**src/rtl/aq_mmu_sysmap_pkg.sv**
```systemverilog
// Shared definitions for the sysmap attribute block.
//   REGION_NUM / ADDR_WIDTH / FLG_WIDTH / DFLT_FLG : geometry and no-hit attributes
//   sysmap_state_e                                 : lookup sequencer state encoding
//   FLG_*                                          : bit positions inside a flag word
package aq_mmu_sysmap_pkg;

  localparam int REGION_NUM = 8;
  localparam int ADDR_WIDTH = 28;   // PA[39:12]
  localparam int FLG_WIDTH  = 5;
  localparam int IDX_WIDTH  = $clog2(REGION_NUM);

  localparam logic [FLG_WIDTH-1:0] DFLT_FLG = 5'b10000;

  // Flag word layout {SO, C, B, SH, SEC}
  localparam int FLG_SO  = 4;
  localparam int FLG_C   = 3;
  localparam int FLG_B   = 2;
  localparam int FLG_SH  = 1;
  localparam int FLG_SEC = 0;

  typedef enum logic [1:0] {
    ST_IDLE = 2'b00,
    ST_LKUP = 2'b01,
    ST_RESP = 2'b10
  } sysmap_state_e;

endpackage

```
**src/rtl/aq_mmu_sysmap_hit.sv**
```systemverilog
// Single-region compare cell: reports whether addr lies in [bottom, top).
//   is_first : region 0 has no lower bound
//   addr     : physical address under lookup
//   bottom   : upper boundary of the previous region
//   top      : upper boundary of this region (0 = empty region)
//   hit      : addr falls inside this region
module aq_mmu_sysmap_hit
  import aq_mmu_sysmap_pkg::*;
(
  input  logic                  is_first,
  input  logic [ADDR_WIDTH-1:0] addr,
  input  logic [ADDR_WIDTH-1:0] bottom,
  input  logic [ADDR_WIDTH-1:0] top,
  output logic                  hit
);

  assign hit = (is_first | (addr >= bottom)) & (addr < top);

endmodule

```
**src/rtl/aq_mmu_sysmap_rr_arb.sv**
```systemverilog
// Two-way round-robin arbiter between IFU and LSU lookup requests.
//   clk, rst_n        : clock, asynchronous active-low reset
//   en                : grants are allowed this cycle
//   req_ifu, req_lsu  : request lines
//   gnt_ifu, gnt_lsu  : one-hot (or zero) grant, combinational
module aq_mmu_sysmap_rr_arb (
  input  logic clk,
  input  logic rst_n,
  input  logic en,
  input  logic req_ifu,
  input  logic req_lsu,
  output logic gnt_ifu,
  output logic gnt_lsu
);

  // ptr_lsu = 1 means LSU wins a tie. Out of reset LSU is favoured.
  logic ptr_lsu;

  assign gnt_lsu = en & req_lsu & (~req_ifu | ptr_lsu);
  assign gnt_ifu = en & req_ifu & (~req_lsu | ~ptr_lsu);

  // The pointer always moves to the side that did not win, even when the
  // winner was the only requester.
  always_ff @(posedge clk or negedge rst_n) begin
    if (!rst_n) begin
      ptr_lsu <= 1'b1;
    end else if (gnt_lsu) begin
      ptr_lsu <= 1'b0;
    end else if (gnt_ifu) begin
      ptr_lsu <= 1'b1;
    end
  end

endmodule

```
**src/rtl/aq_mmu_sysmap_ctrl.sv**
```systemverilog
// Sysmap region registers plus a lookup sequencer shared by IFU and LSU.
//   cpuclk, cpurst_b        : clock, asynchronous active-low reset
//   ifu_sysmap_req_*        : IFU lookup request / address, sysmap_ifu_req_rdy grant
//   lsu_sysmap_req_*        : LSU lookup request / address, sysmap_lsu_req_rdy grant
//   sysmap_rsp_*            : one-cycle result pulse with requester id, hit, index, flags
//   cp0_sysmap_*            : configuration write (sel 0 = top address, 1 = flags)
//   sysmap_cp0_busy         : configuration write pending
//   sysmap_dbg_state        : current sequencer state
//
// Handshake: a requester raises vld with a stable addr and holds both until it
// sees its rdy high; the request is taken at the clock edge ending that cycle.
// rdy never depends on anything but vld, the sequencer state and cp0 activity.
module aq_mmu_sysmap_ctrl
  import aq_mmu_sysmap_pkg::*;
(
  input  logic                  cpuclk,
  input  logic                  cpurst_b,
  input  logic                  ifu_sysmap_req_vld,
  input  logic [ADDR_WIDTH-1:0] ifu_sysmap_req_addr,
  output logic                  sysmap_ifu_req_rdy,
  input  logic                  lsu_sysmap_req_vld,
  input  logic [ADDR_WIDTH-1:0] lsu_sysmap_req_addr,
  output logic                  sysmap_lsu_req_rdy,
  output logic                  sysmap_rsp_vld,
  output logic                  sysmap_rsp_id,
  output logic                  sysmap_rsp_hit,
  output logic [IDX_WIDTH-1:0]  sysmap_rsp_idx,
  output logic [FLG_WIDTH-1:0]  sysmap_rsp_flg,
  input  logic                  cp0_sysmap_wen,
  input  logic                  cp0_sysmap_sel,
  input  logic [IDX_WIDTH-1:0]  cp0_sysmap_idx,
  input  logic [ADDR_WIDTH-1:0] cp0_sysmap_wdata,
  output logic                  sysmap_cp0_busy,
  output logic [1:0]            sysmap_dbg_state
);

  sysmap_state_e         state_q;
  logic [ADDR_WIDTH-1:0] addr_q;
  logic                  id_q;

  logic [ADDR_WIDTH-1:0] top_q [REGION_NUM];
  logic [FLG_WIDTH-1:0]  flg_q [REGION_NUM];

  logic                  grant_en;
  logic                  gnt_ifu;
  logic                  gnt_lsu;
  logic                  idx_ok;

  logic [REGION_NUM-1:0] hit_vec;
  logic [ADDR_WIDTH-1:0] bottom_v [REGION_NUM];
  logic                  lk_hit;
  logic [IDX_WIDTH-1:0]  lk_idx;
  logic [FLG_WIDTH-1:0]  lk_flg;

  assign sysmap_dbg_state = state_q;

  // A write always lands on the edge right after wen: in IDLE/RESP nothing
  // reads the registers at that edge, and in LKUP the result is captured on
  // that same edge from the pre-write values. The write slot therefore never
  // has to hold an entry across a cycle and busy stays low.
  assign sysmap_cp0_busy = 1'b0;

  // A cp0 write takes the cycle; no lookup is granted alongside it.
  assign grant_en = ((state_q == ST_IDLE) | (state_q == ST_RESP)) & ~cp0_sysmap_wen;

  aq_mmu_sysmap_rr_arb u_arb (
    .clk     (cpuclk),
    .rst_n   (cpurst_b),
    .en      (grant_en),
    .req_ifu (ifu_sysmap_req_vld),
    .req_lsu (lsu_sysmap_req_vld),
    .gnt_ifu (gnt_ifu),
    .gnt_lsu (gnt_lsu)
  );

  assign sysmap_ifu_req_rdy = gnt_ifu;
  assign sysmap_lsu_req_rdy = gnt_lsu;

  // Region compare cells; region i starts where region i-1 ends.
  for (genvar i = 0; i < REGION_NUM; i++) begin : g_region
    if (i == 0) begin : g_first
      assign bottom_v[i] = '0;
    end else begin : g_rest
      assign bottom_v[i] = top_q[i-1];
    end

    aq_mmu_sysmap_hit u_hit (
      .is_first (i == 0),
      .addr     (addr_q),
      .bottom   (bottom_v[i]),
      .top      (top_q[i]),
      .hit      (hit_vec[i])
    );
  end

  // Lowest-index hit wins: scan downward so the last assignment is the lowest.
  always_comb begin
    lk_hit = 1'b0;
    lk_idx = '0;
    lk_flg = DFLT_FLG;
    for (int i = REGION_NUM - 1; i >= 0; i--) begin
      if (hit_vec[i]) begin
        lk_hit = 1'b1;
        lk_idx = i[IDX_WIDTH-1:0];
        lk_flg = flg_q[i];
      end
    end
  end

  assign idx_ok = (int'(cp0_sysmap_idx) < REGION_NUM);

  always_ff @(posedge cpuclk or negedge cpurst_b) begin
    if (!cpurst_b) begin
      for (int i = 0; i < REGION_NUM; i++) begin
        top_q[i] <= '0;
        flg_q[i] <= DFLT_FLG;
      end
    end else if (cp0_sysmap_wen && idx_ok) begin
      if (cp0_sysmap_sel) begin
        flg_q[cp0_sysmap_idx] <= cp0_sysmap_wdata[FLG_WIDTH-1:0];
      end else begin
        top_q[cp0_sysmap_idx] <= cp0_sysmap_wdata;
      end
    end
  end

  // Lookup sequencer with registered response outputs.
  always_ff @(posedge cpuclk or negedge cpurst_b) begin
    if (!cpurst_b) begin
      state_q        <= ST_IDLE;
      addr_q         <= '0;
      id_q           <= 1'b0;
      sysmap_rsp_vld <= 1'b0;
      sysmap_rsp_id  <= 1'b0;
      sysmap_rsp_hit <= 1'b0;
      sysmap_rsp_idx <= '0;
      sysmap_rsp_flg <= '0;
    end else begin
      sysmap_rsp_vld <= 1'b0;
      case (state_q)
        ST_IDLE, ST_RESP: begin
          if (gnt_ifu || gnt_lsu) begin
            addr_q  <= gnt_lsu ? lsu_sysmap_req_addr : ifu_sysmap_req_addr;
            id_q    <= gnt_lsu;
            state_q <= ST_LKUP;
          end else begin
            state_q <= ST_IDLE;
          end
        end
        ST_LKUP: begin
          sysmap_rsp_vld <= 1'b1;
          sysmap_rsp_id  <= id_q;
          sysmap_rsp_hit <= lk_hit;
          sysmap_rsp_idx <= lk_idx;
          sysmap_rsp_flg <= lk_flg;
          state_q        <= ST_RESP;
        end
        default: state_q <= ST_IDLE;
      endcase
    end
  end

endmodule

```
**config.mk**
```make
export PLATFORM = sky130hd
export DESIGN_NAME = aq_mmu_sysmap_ctrl
export DESIGN_NICKNAME = d
export VERILOG_FILES = /design/src/rtl/aq_mmu_sysmap_pkg.sv /design/src/rtl/aq_mmu_sysmap_hit.sv /design/src/rtl/aq_mmu_sysmap_rr_arb.sv /design/src/rtl/aq_mmu_sysmap_ctrl.sv
export SDC_FILE = /design/constraint.sdc
export NUM_CORES = 1
export LEC_CHECK = 0
export CAP_MARGIN = 20
export CELL_PAD_IN_SITES_DETAIL_PLACEMENT = 1
export CELL_PAD_IN_SITES_GLOBAL_PLACEMENT = 2
export CORE_AREA = 2 2 232 234
export CTS_CLUSTER_DIAMETER = 80
export DETAILED_ROUTE_END_ITERATION = 16
export DIE_AREA = 0 0 234 236
export PLACE_DENSITY = 0.86
export SYNTH_ARGS = -nofsm -noshare
export SYNTH_HDL_FRONTEND = slang
export SYNTH_HIERARCHICAL = 1
export SYNTH_SLANG_ARGS = --single-unit
```
**constraint.sdc**
```tcl
create_clock -name cpuclk -period 8.5 [get_ports cpuclk]
set_clock_uncertainty 0.15 [all_clocks]
set_input_delay 1.275 -clock cpuclk [delete_from_list [all_inputs] [get_ports cpuclk]]
set_output_delay 1.275 -clock cpuclk [all_outputs]
set_load 0.1 [all_outputs]
```
# After elaboration in Yosys (flattened, before gate mapping)
# Index checks and enable logic that the tools add are counted.
word_totals:
  ff_bits: 307
  output_inout_bits: 16
  elab_cells: 109
classes:
  magnitude_cmp: 17
  eq_ne: 2
  n_mux: 36
  bitwise: 21
  reduce_logical: 8
op_table:
  columns: ["op", "count"]
  rows:
  - ["bitwise mux 224 bit", 1]
  - ["< comparator 28 bit", 8]
  - ["greater-or-equal comparator 28 bit", 7]
  - ["demux 28 bit (select 3 bit)", 1]
  - ["2-to-1 mux 28 bit", 2]
  - ["2-to-1 mux 5 bit", 9]
  - ["bitwise mux 40 bit", 1]
  - ["2-to-1 mux 3 bit", 8]
  - ["demux 5 bit (select 3 bit)", 1]
  - ["bitwise AND 1 bit", 12]
  - ["2-to-1 mux 1 bit", 12]
  - ["AND reduction 2 bit", 3]
  - ["NOT 1 bit", 5]
  - ["greater-or-equal comparator 4 bit, second input constant", 1]
  - ["< comparator 4 x 1 -> 1 bit, second input constant", 1]
  - ["NOT 3 -> 4 bit", 1]
  - ["one-hot mux 2 bit (2 select lines)", 1]
  - ["bitwise OR 1 bit", 3]
  - ["== test 2 x 1 -> 1 bit, second input constant", 1]
  - ["== test 2 bit, second input constant", 1]
  - ["logical NOT 2 bit", 1]
  - ["nonzero test 2 bit", 1]
  - ["OR reduction 2 bit", 1]
  - ["logical AND 1 bit", 1]
  - ["logical OR 1 bit", 1]

# Longest topological paths before layout
logic_depth:
  depth_word: 10
  depth_mapped: 14

# Modules after synthesis
# The synthesis kept the hierarchy.
modules_own_cells:
  columns: ["module", "instances", "cells_each", "area_per_inst_um2"]
  rows:
  - ["aq_mmu_sysmap_ctrl", 1, 805, 11994.0]
  - ["aq_mmu_sysmap_hit", 8, 188, 1357.6]
  - ["aq_mmu_sysmap_rr_arb", 1, 8, 62.6]

# Least setup slack after synthesis
# No wires, ideal clock.
synth_path:
  path_type: "input to output"
  start: "input cp0_sysmap_wen"
  end: "output sysmap_lsu_req_rdy"
  arrival_ps: 3041
  required_time_ps: 7075
  slack_ps: 4034
  path_stages: 3
  cell_sequence: "nor2_1 nand2_1 a21oi_1"
synth_via:
  elab_chain_cells: 4
synth_lines:
  columns: ["item", "line", "source"]
  rows:
  - ["start, declared", "aq_mmu_sysmap_ctrl.sv:29", "input logic cp0_sysmap_wen,"]
  - ["NOT 1 bit", "aq_mmu_sysmap_ctrl.sv:64", "assign grant_en = ((state_q == ST_IDLE) | (state_q == ST_RESP)) & ~cp0_sysmap_wen;"]
  - ["bitwise AND 1 bit", "aq_mmu_sysmap_ctrl.sv:64", null]
  - ["bitwise AND 1 bit (2 in a row)", "aq_mmu_sysmap_rr_arb.sv:19", "assign gnt_lsu = en & req_lsu & (~req_ifu | ptr_lsu);"]
  - ["end, declared", "aq_mmu_sysmap_ctrl.sv:23", "output logic sysmap_lsu_req_rdy,"]
# Every way passes these cells.

# Worst setup path after layout
layout_path:
  start: "input cp0_sysmap_wen"
  end: "output sysmap_ifu_req_rdy"
layout_via:
  elab_chain_cells: 4
layout_lines:
  columns: ["item", "line", "source"]
  rows:
  - ["NOT 1 bit", "aq_mmu_sysmap_ctrl.sv:64", null]
  - ["bitwise AND 1 bit", "aq_mmu_sysmap_ctrl.sv:64", null]
  - ["named net grant_en", "aq_mmu_sysmap_ctrl.sv:44", "logic grant_en;"]
  - ["bitwise AND 1 bit (2 in a row)", "aq_mmu_sysmap_rr_arb.sv:20", "assign gnt_ifu = en & req_ifu & (~req_lsu | ~ptr_lsu);"]
  - ["end, declared", "aq_mmu_sysmap_ctrl.sv:20", "output logic sysmap_ifu_req_rdy,"]
# The timed path passes the listed nets, and every way through them passes these cells.

==> reports/qor.txt <==
register area share after synthesis: 0.3346
largest family of logic cells by synthesized area: adder cells
global-route total usage across every layer: 0.2663
Hold Crit Class: reg2reg
Post-Synth XOR/XNOR Area: 0
area delta synth->final: 15.63%
area occupied by multi-input gates: 0.01352 mm²
top post-synthesis cells by area: dfrtp_1, ha_1, mux2_2
detailed placer's ending HPWL: 52200 µm
post-route antenna net violation count: 0
most common cell after layout, fill and taps aside: inv_1
Reg power frac: 0.247
pin count of the biggest net entering global routing: 164
peak supply drop: 0.2140 mV
num rows: 85
type of origin of the critical path: input pin
share of layout cells above drive strength 1: 0.1510
Wirelength per Cell: 22.31 µm
Slew Viols, Final: 0
Synth Area in Adders: 0.2402
Routed Wire Length: 71850 µm
Worst Tran Pin Value: 1.302 ns
Register Area: 0.007669 mm²
Residual DRC: 0
Sw Pwr: 4.158 mW
Cell variety after synth: 52
mux share of post-synthesis cell area: 0.1420
DR vias: 17920
initial core utilization: 0.4318
maximum clock path buffer count: 3
status: finished clean
Worst Hold Path EP: sysmap_rsp_id$_DFFE_PN0P_
asr flop ratio synth: 1.000
Top-Level Pins: 109
Yosys reg bits: 306
Slew headroom: 0.1098
DIE AREA: 0.05522 mm²
fmax: 199.8 MHz
initial antenna violation count: 1
clk_lat worst skew: 0.59 ns
H-tree Lvls: 2
# hold bufs at CTS: 0
core footprint: 0.05307 mm²
largest area contributor in the netlist: dfrtp_1
port buffer count: 107
Hold Violations, Final: 0
post-placement cell area: 0.02507 mm²
Sw Share: 0.4560
FF-to-FF setup slack: 3.79 ns
post-CTS resize count: 0
Logic pwr share: 0.552
Post-synth EDFFs: 0
gr ovfl total: 0
Synth Flop Type: dfrtp_1
Mapped Avg Cell Area: 9.891 µm²
Crit Reg-Reg Endpoint: sysmap_rsp_flg[1]$_DFFE_PN0P_
RSZ-0062 raised after global routing: no
fill count: 5954
cts bufs inserted: 41
postcts setup bufs: 0
Worst setup EP type: output port
Synth Cell Area: 0.02292 mm²
Pint: 4.961 mW
Reg2Reg Depth: 11
Max Cap Viol: 0
Crit Path Max Fanout: 5
Worst-path clk slew: 0.06 ns
top-area cell type share of the netlist area: 0.3243
fin crit period: 5.004 ns
CTS sink cnt: 306
Synth Area in Simple Gates: 0.08053
CTS Root Cell: clkbuf_16
Clock Power Share: 0.201
final worst-path cycle share: 0.5888
CTS tree: yes
die height: 236 µm
most frequent cells in the layout: inv_1, ha_1, dfrtp_1, mux2_2, a21oi_1
Compound-Gate Fraction of Synth Area: 0.1195
width of the die: 234 µm
CP arrival: 3.58 ns
gpl congestion: 0.8349
Critical Path RT: 7.07 ns
vias in the first global route: 19780
DRT iter0 DRCs: 893
Vias/cell: 5.564
leakage power: 13.24 nW
final setup fails: 0
Power Dens Cells: 344.1 mW/mm²
Initial DRT Pass Iterations: 4
NumNets Final: 3023
RR Startpoint: addr_q[2]$_DFFE_PN0N_
first-pass GRT wire length: 112400 µm
Post-Syn Instances: 2317
Setup CP Type: in2out
hold path start: id_q$_DFFE_PN0N_
setup tns final: 0 ns
Hold Crit Depth: 2
Synth Warn #: 6
final cell area excluding filler cells: 0.02650 mm²
[worst max-delay path, stage by stage]
cell	delay (ns)
clkdlybuf4s50_1	0.51
nor2_1	0.21
nand2_1	0.11
a21oi_1	0.28
clkdlybuf4s50_1	1.20
[worst max path at each step]
stage / start / endpoint / slack [ns] / cells after the start
2_1_floorplan: cp0_sysmap_wen / sysmap_lsu_req_rdy / 4.03 / 3
3_3_place_gp: cp0_sysmap_wen / sysmap_ifu_req_rdy / 3.50 / 5
3_5_place_dp: cp0_sysmap_wen / sysmap_ifu_req_rdy / 3.50 / 5
4_1_cts: cp0_sysmap_wen / sysmap_ifu_req_rdy / 3.47 / 5
5_1_grt: cp0_sysmap_wen / sysmap_ifu_req_rdy / 3.41 / 5
6_report: cp0_sysmap_wen / sysmap_ifu_req_rdy / 3.50 / 5
[cell families (layout without fill, tap and decap cells)]
group	Yosys count	in the layout
adder cells (fa/ha/maj)	440	440
flip-flops	306	306
AO/OA/AOI/OAI	426	426
other	2	39
buffers and inverters	491	662
AND/OR/NAND/NOR	360	360
multiplexers	292	292
[stage by stage]
| step | instances | hold WS, ns | util | setup slack (ns) | total power [mW] |
|---|---|---|---|---|---|
| 2_1_floorplan | 2352 | 0.2831 | - | 4.034 | 5.471 |
| 3_3_place_gp | 3143 | 0.3012 | 0.4724 | 3.503 | 6.904 |
| 3_5_place_dp | 3143 | 0.3133 | 0.4724 | 3.496 | 7.228 |
| 4_1_cts | 3219 | 0.3249 | 0.4992 | 3.473 | 9.163 |
| 5_1_grt | 3219 | 0.3417 | 0.4992 | 3.409 | 9.935 |
| 6_report | 3221 | 0.3254 | 0.4993 | 3.496 | 9.119 |
[routing by layer]
| layer | vias to the layer above | track usage | part of all wire |
|---|---|---|---|
| met5 | - | 0 | 0 |
| met4 | 0 | 0.07710 | 0.027 |
| met3 | 100 | 0.04207 | 0.045 |
| met2 | 304 | 0.4466 | 0.47 |
| met1 | 9080 | 0.3525 | 0.45 |
| li1 | 8437 | - | - |
[power groups by stage]
| stage | Clock [mW] | Sequential (mW) | Combinational [mW] |
|---|---|---|---|
| 5_1_grt | 1.93 | 2.31 | 5.70 |
| 2_1_floorplan | 0 | 2.44 | 3.04 |
| 3_5_place_dp | 0 | 2.27 | 4.96 |
| 4_1_cts | 1.88 | 2.25 | 5.03 |
| 6_report | 1.83 | 2.25 | 5.04 |
| 3_3_place_gp | 0 | 2.24 | 4.66 |
[cell usage after synthesis (all sizes together), types with 2 or more instances]
cell type  count
nor3b          2
a31oi          8
nand3         32
or2            2
o221ai         8
mux2         264
a22o           2
inv          447
nor2b         20
a221oi        23
nor3          10
o311ai         8
nor2          65
a2111oi        8
dfrtp        297
buf           25
nand2        101
o22ai          4
o21ai         99
nand4         68
dfstp          9
clkbuf        19
o21a           8
a211oi        26
nand3b         3
a21o          55
o31ai         11
o31a           3
and3          12
and4          10
conb           2
ha           440
or3           11
nand2b        22
a21oi        152
a211o          8
mux2i         28
[final cells by class]
type	instances	area share
flip-flops and latches	306	0.2894
repair buffers	139	0.05014
multi-input cells	1555	0.5104
well taps	696	0.03286
diodes	2	0.0001889
clock inverters	22	0.009774
clock buffers	54	0.04396
inverters	447	0.06332
[sequential cells by signal, indices dropped and copies added (netlist names)]
| name | count |
|---|---|
| sysmap_rsp_idx | 3 |
| u_arb/ptr_lsu | 1 |
| id_q | 1 |
| bottom_v | 196 |
| top_q | 28 |
| sysmap_rsp_hit | 1 |
| sysmap_dbg_state | 2 |
| sysmap_rsp_flg | 5 |
| flg_q | 40 |
| sysmap_rsp_id | 1 |
| addr_q | 28 |
Note: power is estimated with default switching activity, not from simulation.
